===== config.mk =====
export PLATFORM = sky130hd
export DESIGN_NAME = bcd_lap_timer
export DESIGN_NICKNAME = d
export VERILOG_FILES = /design/src/rtl/lap_timer_pkg.sv /design/src/rtl/bcd_digit_counter.sv /design/src/rtl/bcd_lap_timer.sv
export SDC_FILE = /design/constraint.sdc
export NUM_CORES = 1
export LEC_CHECK = 0
export CELL_PAD_IN_SITES_DETAIL_PLACEMENT = 0
export CELL_PAD_IN_SITES_GLOBAL_PLACEMENT = 1
export CORE_UTILIZATION = 48
export DETAILED_ROUTE_END_ITERATION = 10
export PLACE_DENSITY = 0.85
export RECOVER_POWER = 50
export SYNTH_ARGS = -nofsm -noshare
export SYNTH_HDL_FRONTEND = slang
export SYNTH_SLANG_ARGS = --single-unit

===== constraint.sdc =====
create_clock -name clk -period 5.7 [get_ports clk]
set_input_delay 1.14 -clock clk [delete_from_list [all_inputs] [get_ports clk]]
set_output_delay 1.14 -clock clk [all_outputs]
set_load 0.01 [all_outputs]

===== src/rtl/lap_timer_pkg.sv =====
// -----------------------------------------------------------------------------
// lap_timer_pkg
// Shared types and helpers for the bcd_lap_timer stopwatch core.
//   state_t   : controller states (IDLE, RUN, PAUSE, LAP)
//   BCD_MAX   : highest value of one decade digit
//   digits_t  : four packed BCD digits, index 3 = tens of seconds,
//               index 0 = hundredths
//   calc_div  : prescaler divide ratio, clock cycles per count tick
// -----------------------------------------------------------------------------
package lap_timer_pkg;

    typedef enum logic [1:0] {
        IDLE  = 2'd0,
        RUN   = 2'd1,
        PAUSE = 2'd2,
        LAP   = 2'd3
    } state_t;

    localparam logic [3:0] BCD_MAX = 4'd9;

    typedef logic [3:0][3:0] digits_t;

    // TICK_HZ must divide CLK_HZ exactly and the ratio must be at least 2.
    function automatic int unsigned calc_div(input int unsigned clk_hz,
                                             input int unsigned tick_hz);
        return clk_hz / tick_hz;
    endfunction

endpackage


===== src/rtl/bcd_digit_counter.sv =====
// -----------------------------------------------------------------------------
// bcd_digit_counter
// One decade (0..9) of the stopwatch count. Counters are chained by feeding
// each carry into the next digit's inc, so a tick ripples through all four
// digits in the cycle it occurs.
// Ports:
//   clk      in   system clock
//   reset_n  in   asynchronous active-low reset
//   clr      in   synchronous clear, wins over inc
//   inc      in   advance by one this cycle
//   q        out  registered digit value, BCD
//   carry    out  inc while q is 9 (digit wraps to 0)
// -----------------------------------------------------------------------------
module bcd_digit_counter
    import lap_timer_pkg::*;
(
    input  logic       clk,
    input  logic       reset_n,
    input  logic       clr,
    input  logic       inc,
    output logic [3:0] q,
    output logic       carry
);

    assign carry = inc && (q == BCD_MAX);

    // NOTE: state registers use non-blocking assignments so every flop samples
    // the pre-edge value of its inputs, independent of block evaluation order.
    always_ff @(posedge clk or negedge reset_n) begin
        if (!reset_n) begin
            q <= 4'd0;
        end else if (clr) begin
            q <= 4'd0;
        end else if (inc) begin
            q <= (q == BCD_MAX) ? 4'd0 : q + 4'd1;
        end
    end

endmodule


===== src/rtl/bcd_lap_timer.sv =====
// -----------------------------------------------------------------------------
// bcd_lap_timer
// Four-digit BCD stopwatch (SS.hh) with start/stop, lap freeze and clear.
// Digits d3..d0 feed seven_seg_mux hex3..hex0.
//
// Parameters:
//   CLK_HZ   input clock frequency
//   TICK_HZ  count rate; DIV = CLK_HZ / TICK_HZ clock cycles per hundredth,
//            DIV must be >= 2
// Ports:
//   clk         in   system clock
//   reset_n     in   asynchronous active-low reset
//   start_stop  in   one-cycle pulse, toggles run/pause
//   lap         in   one-cycle pulse, lap freeze/release; clears when paused
//   clr         in   synchronous clear, highest priority
//   d3..d0      out  displayed digits (lap latch in LAP, live count otherwise)
//   running     out  high in RUN or LAP
//   lap_active  out  high in LAP
//   ovf         out  sticky wrap/saturation flag
//
// Build option: define BCD_LAP_TIMER_SAT_EN to saturate at 99.99 (hold the
// count, set ovf, force PAUSE, block start_stop until cleared) instead of
// wrapping to 00.00.
// -----------------------------------------------------------------------------
module bcd_lap_timer
    import lap_timer_pkg::*;
#(
    parameter int unsigned CLK_HZ  = 100_000_000,
    parameter int unsigned TICK_HZ = 100
)(
    input  logic       clk,
    input  logic       reset_n,
    input  logic       start_stop,
    input  logic       lap,
    input  logic       clr,
    output logic [3:0] d3,
    output logic [3:0] d2,
    output logic [3:0] d1,
    output logic [3:0] d0,
    output logic       running,
    output logic       lap_active,
    output logic       ovf
);

    localparam int unsigned DIV = calc_div(CLK_HZ, TICK_HZ);
    localparam int unsigned PW  = (DIV > 2) ? $clog2(DIV) : 1;
    localparam logic [PW-1:0] PRESC_MAX = PW'(DIV - 1);

    state_t        state;
    state_t        state_next;
    logic [PW-1:0] presc;
    digits_t       live;
    digits_t       latch_q;
    logic [3:0]    carry;
    logic [3:0]    inc;
    logic          counting;
    logic          tick;
    logic          wrap;
    logic          sat_hold;
    logic          ss_eff;
    logic          clear_cnt;
    logic          capture;
    logic          count_inc;

    assign counting = (state == RUN) || (state == LAP);
    assign tick     = counting && (presc == PRESC_MAX);

`ifdef BCD_LAP_TIMER_SAT_EN
    // A tick at 99.99 is swallowed; carry[3] cannot fire while saturating.
    assign sat_hold = tick && (live == {BCD_MAX, BCD_MAX, BCD_MAX, BCD_MAX});
    assign wrap     = sat_hold || carry[3];
    // After saturation the only ways out of PAUSE are clr, reset or lap.
    assign ss_eff   = start_stop && !((state == PAUSE) && ovf);
`else
    assign sat_hold = 1'b0;
    assign wrap     = carry[3];
    assign ss_eff   = start_stop;
`endif

    assign count_inc = tick && !sat_hold;

    // Decade chain: hundredths (0) -> tenths -> seconds -> tens of seconds (3).
    assign inc[0] = count_inc;
    assign inc[1] = carry[0];
    assign inc[2] = carry[1];
    assign inc[3] = carry[2];

    for (genvar i = 0; i < 4; i++) begin : g_digit
        bcd_digit_counter u_digit (
            .clk     (clk),
            .reset_n (reset_n),
            .clr     (clear_cnt),
            .inc     (inc[i]),
            .q       (live[i]),
            .carry   (carry[i])
        );
    end

    // Next-state decode; priority clr > start_stop > lap.
    // NOTE: every always_comb output gets a default first so no path can
    // leave it unassigned and infer a latch.
    always_comb begin
        state_next = state;
        clear_cnt  = clr;
        capture    = 1'b0;
        if (clr) begin
            state_next = IDLE;
        end else begin
            unique case (state)
                IDLE: begin
                    if (ss_eff) state_next = RUN;
                end
                RUN: begin
                    if (ss_eff) begin
                        state_next = PAUSE;
                    end else if (lap) begin
                        state_next = LAP;
                        capture    = 1'b1;
                    end
                end
                LAP: begin
                    if (ss_eff)   state_next = PAUSE;
                    else if (lap) state_next = RUN;
                end
                PAUSE: begin
                    if (ss_eff) begin
                        state_next = RUN;
                    end else if (lap) begin
                        state_next = IDLE;
                        clear_cnt  = 1'b1;
                    end
                end
                default: state_next = IDLE;
            endcase
            // Saturation overrides any other transition in that cycle.
            if (sat_hold) state_next = PAUSE;
        end
    end

    // Controller state with registered status outputs.
    always_ff @(posedge clk or negedge reset_n) begin
        if (!reset_n) begin
            state      <= IDLE;
            running    <= 1'b0;
            lap_active <= 1'b0;
            ovf        <= 1'b0;
            latch_q    <= '0;
        end else begin
            state      <= state_next;
            running    <= (state_next == RUN) || (state_next == LAP);
            lap_active <= (state_next == LAP);
            if (clear_cnt)  ovf <= 1'b0;
            else if (wrap)  ovf <= 1'b1;
            // Latch takes the pre-increment count when a tick coincides.
            if (clear_cnt)    latch_q <= '0;
            else if (capture) latch_q <= live;
        end
    end

    // Prescaler holds in PAUSE so a resumed run keeps its partial hundredth.
    always_ff @(posedge clk or negedge reset_n) begin
        if (!reset_n) begin
            presc <= '0;
        end else if (clear_cnt) begin
            presc <= '0;
        end else if (counting) begin
            presc <= (presc == PRESC_MAX) ? '0 : presc + PW'(1);
        end
    end

    // Mux of registered values only; lap_active mirrors state == LAP.
    assign {d3, d2, d1, d0} = lap_active ? latch_q : live;

endmodule


Yosys cells after proc, flatten, opt, wreduce, memory -nomap -nowiden
Index checks and enable logic that the tools add are counted.

storage, ports and cells
  bits in registers = 57
  output and inout port bits = 19
  logic and storage cells = 78

cells by class
  equality and inequality tests = 10
  mux-type cells = 35
  add/subtract/negate cells = 5
  reduce and logical (&&, ||, !) cells = 15

operator list
  cell                                                                   count
  20-bit 2-to-1 mux                                                      3
  16-bit 2-to-1 mux                                                      3
  4-bit 2-to-1 mux                                                       12
  20-bit by 1-bit adder with 20-bit output, second input constant        1
  20-bit equality test, second input constant                            1
  4-bit by 1-bit adder with 4-bit output, second input constant          4
  4-bit equality test, second input constant                             4
  2-bit 2-to-1 mux                                                       8
  2-bit nonzero test                                                     7
  1-bit 2-to-1 mux                                                       8
  2-bit one-hot mux with 4 select lines                                  1
  2-bit equality test, second input constant                             3
  1-bit logical AND                                                      5
  2-bit by 1-bit equality test with 1-bit output, second input constant  2
  2-bit logical NOT                                                      1
  1-bit logical OR                                                       2

Longest topological paths before layout
  depth after elaboration = 9
  depth in mapped cells = 8
  mapped depth without buffers = 7

Hierarchy
Synthesis repeated with hierarchy kept, for this count alone.

second synthesis, totals
  cell total of the unflattened synthesis = 295
  area, all modules = 3016.6 um2

by module, submodules not included
  module             area each (um2)  cells an instance  sequential area each (um2)  times used
  bcd_lap_timer      2050.7           191                1001.0                      1
  bcd_digit_counter  241.5            26                 100.1                       4

Worst setup path before layout
OpenSTA, ideal clock, no wires.

  kind = input to register
  start point = input port start_stop
  end point = register presc[2]
  data arrival time = 2.373 ns
  data required time = 5.575 ns
  setup time = 0.125 ns
  path buffers = 1
  path slack = 3.202 ns
  cell stages on the path = 6
  cell sequence = and3b_1 -> a21o_1 -> clkbuf_1 -> a21oi_1 -> and3_1 -> mux2_2

on the way
  cells in the longest elaborated chain, start to end = 4
  elaborated cells between the ends (all ways) = 5

ends and longest elaborated chain
  what                                                            line                  source
  start: declaration                                              bcd_lap_timer.sv:33   input logic start_stop,
  1-bit 2-to-1 mux *                                              bcd_lap_timer.sv:126  if (ss_eff) begin
  1-bit 2-to-1 mux *                                              bcd_lap_timer.sv:109  unique case (state)
  1-bit 2-to-1 mux *                                              bcd_lap_timer.sv:106  if (clr) begin
  20-bit 2-to-1 mux / 2-bit nonzero test (equally long branches)  n/a
  end signal: assignment                                          bcd_lap_timer.sv:167  presc <= (presc == PRESC_MAX) ? '0 : presc + PW'(1);
  end: declaration                                                bcd_lap_timer.sv:51   logic [PW-1:0] presc;

Mark *: on every way between the ends. The rest lies on a longest branch, timed or not.
A chain may end at the register's enable or synchronous reset.

Final worst setup path
  start point = input port start_stop
  end point = register presc[6]

The elaborated chain is that of the path after synthesis.

==> results by group <==
Setup path
  • Crit-path max FO: 36
  • Startpoint Class: input pin
  • Setup Crit Path Kind: input pin to flop
  • Setup crit end kind: flop
  • Worst path slowest cell: clkbuf_1
  • CP cell instances: dlygate4sd3_1, and3b_1, a21o_1, clkbuf_1, o21ai_0, a32o_1
  • Req. time, crit path: roughly 5.9 ns
  • Worst path arrival time: between 3 and 4 ns
  • Slowest stage delay, CP: between 1 and 1.5 ns

Power
  • Comb power frac: ~6.6%
  • Switching part of the total power: about 22%
  • P_int: 640 µW
  • VDD IR-drop max: ~0.00012 V
  • Clk pwr share: between 40% and 50%
  • Tot Pwr: between 800 and 900 µW
  • Pwr/cell area: 233 nW/µm²
  • Leak: around 0.0015 µW
  • Sequential share of power: 50.6%
  • NetSw: 176 µW

Cells and area
  • Area grow syn2layout: 14.3%
  • Area of the multi-input gates: about 1600 µm²
  • Diodes inserted: 0
  • Fillers: between 500 and 600
  • Layout cells sized above 1: between 8 and 9%
  • Sequential standard cell area: 1400 µm²
  • Nets: about 370
  • Final core utilization: between 50% and 60%
  • Final Cell Area: roughly 3500 µm²

Clocking
  • Deepest clock path buffer count: 2
  • Postcts setup bufs: 0
  • Hold-fix buffers at CTS: 0
  • Reg clk slew, reported paths: around 0.10 ns
  • CTS H-tree depth: 2
  • Clock buffer count from CTS: 5
  • CTS sink count: 56
  • Worst skew pair latency: just over 0.3 ns
  • CTS Root Cell: clkbuf_8
  • Cts repair resizes: 0
  • CTS tree: done

Placement
  • Gpl congestion: 0.808
  • DP HPWL: about 4500 µm
  • Setup WS pre-CTS: roughly 2.4 ns
  • Placed inst area: between 3000 and 4000 µm²
  • Port Buffer Count: 23

STA
  • Final Skew: 0.00960 ns
  • Setup Total Neg Slack: 0 ns
  • # setup viols final: 0
  • Final hold viol count: 0
  • Slew @ Worst Pin: slightly below 3 ns
  • Fin crit period: ~3.8 ns
  • Final WS setup: 1.93 ns
  • Worst rel slew slack: -98.9%
  • Max Freq: approximately 0.27 GHz
  • Final Cycle Share: between 60% and 70%
  • Fin. max-slew vios: 94
  • RSZ-0062 raised after global routing: false

GRT
  • GRT Overall Usage: 22.3%
  • Initial antenna violation count: 0
  • Grt total ovfl: 0
  • First-pass GRT wire length: around 11000 µm
  • Vias in the first global route: approximately 2300
  • Largest net degree at the start of global routing: 57

Die
  • Initial Util: approximately half
  • Std-Cell Rows: 28
  • CORE AREA: slightly above 6000 µm²
  • Chip Width: roughly 82 µm
  • I/O pin cnt: 24
  • Die ar.: approximately 6700 µm²
  • Die height: between 80 and 90 µm

Detailed routing
  • Initial DRC count: around 250
  • Vias: about 2500
  • DRC Markers: 0
  • Drt via density: ~5.8
  • Total Wirelength: between 6000 and 7000 µm
  • Drt first pass iters: 4
  • Wire per inst: 15.6 µm
  • Post-DRT Antenna Nets: 0

Status
  • Status: finished with violations
  • Failing checks: capacitance limit, slew limit

Synth
  • Synthesis Warnings: 0
  • Net Count, Synth: 356
  • Main synth FF type: dfrtp_1
  • Syn Std Cell Area: ~3000 µm²
  • Flops & latches, synth: between 50 and 60
  • Syn Inst Count: about 340
  • Synth cell types: roughly 40
  • Sequential share of the synthesized area: 45.7%
  • Asr flop ratio synth: 100%
  • Post-Syn Area per Cell: roughly 9.0 µm²
  • Post-synth EDFFs: 0

Worst hold path
  • Type of the tightest min-delay check: flop to flop

Run
  • Max-cap violations: 2
cells by family (layout without fill, tap and decap cells):
family / after synthesis / in the layout / synth area share [%]
compound gates: 67 / 67 / 12.6
xor+xnor: 10 / 10 / 2.85
fa+ha+maj: 9 / 9 / 3.67
buf+inv: 28 / 47 / 3.59
flops: 56 / 56 / 45.7
mux: 18 / 18 / 6.40
simple gates: 154 / 154 / 25.2
sequential cells by signal (all words and copies together) (netlist names):
name	flops
running	1
ovf	1
lap_active	1
presc	20
state	1
latch_q	16
g_digit.u_digit.q	16
critical path: cells and delay by family:
kind / cells / cell delay (ns)
buffers and inverters: 2 / 1.78
AOI/OAI and AO/OA: 3 / 0.73
and+or+nand+nor: 1 / 0.30
power groups by stage:
stage | combinational, µW | clock, µW | sequential (µW)
after floorplan | 33.8 | 0 | 415
after global placement | 56.0 | 0 | 421
after detailed placement | 56.1 | 0 | 421
after CTS | 56.3 | 355 | 413
after global routing | 61.2 | 375 | 414
final | 53.6 | 349 | 413
path summary, 6_finish.rpt:
check | slack (ns) | start | depth (start not counted) | end
worst max-delay path | 1.93 | start_stop | 6 | presc[6]
worst min-delay path | 0.51 | ovf | 2 | ovf
worst max register to register | 2.92 | running | 5 | presc[6]
worst min register to register | 0.51 | ovf | 2 | ovf
max in group asynchronous | 2.13 | reset_n | 2 | g_digit[1].u_digit.q[2]
min in group asynchronous | 1.88 | reset_n | 2 | presc[9]
placed cells by master, fill, tap and decap left out, drive strengths merged, types with 6 or more instances in the layout:
cell and n:
ha 9, clkbuf 8, o21ai 20, xnor2 6
mux2 13, a21oi 29, inv 12, nand2 54
nor2 31, or3 10, nand3 12, nand4 11
nor4 6, dfrtp 56, clkdlybuf4s50 18, nor3 7
cell type report:
cell class	instances	area share, %
multi-input combinational	258	44.6
clock buffer	5	1.96
sequential	56	40.0
tap	75	2.68
inverter	12	1.28
clock inverter	3	2.57
timing repair buffer	27	6.96
cell usage after synthesis, types with 2 or more instances:
library cell,number,share of area (%)
nor2b_1,2,0.41
nand2_1,54,6.6
or4_1,2,0.49
a31o_2,2,0.57
a21oi_1,29,4.7
o31ai_1,2,0.49
a21o_1,4,0.98
xor2_1,4,1.1
nor2_1,31,3.8
a31oi_1,4,0.82
nor3_1,7,1.1
and3b_1,3,0.86
o21ai_0,20,3.3
mux2_2,13,4.8
nand3_1,12,2.0
nor4_1,5,1.0
dfrtp_1,56,46
nor3b_1,2,0.49
xnor2_1,6,1.7
and2_1,3,0.61
ha_1,9,3.7
and3_1,5,1.0
or3_1,10,2.0
buf_2,4,0.65
nand4_1,10,2.0
mux2i_1,5,1.6
a32o_1,2,0.65
inv_1,12,1.5
clkbuf_1,12,1.5
routing by layer:
layer	routed length (µm)	up-vias	global-route usage, %
met2	3010	47	32.1
met5	0	-	0
met4	50	0	4.91
met3	267	6	4.44
li1	-	1232	-
met1	3480	1225	34.2
stage by stage:
step | cells | hold slack, ns
CTS | 436 | 0.512
detailed placement | 428 | 0.490
global placement | 428 | 0.483
finish | 436 | 0.505
global route | 436 | 0.550
floorplan | 342 | 0.476
(Power assumes the default switching activity.)
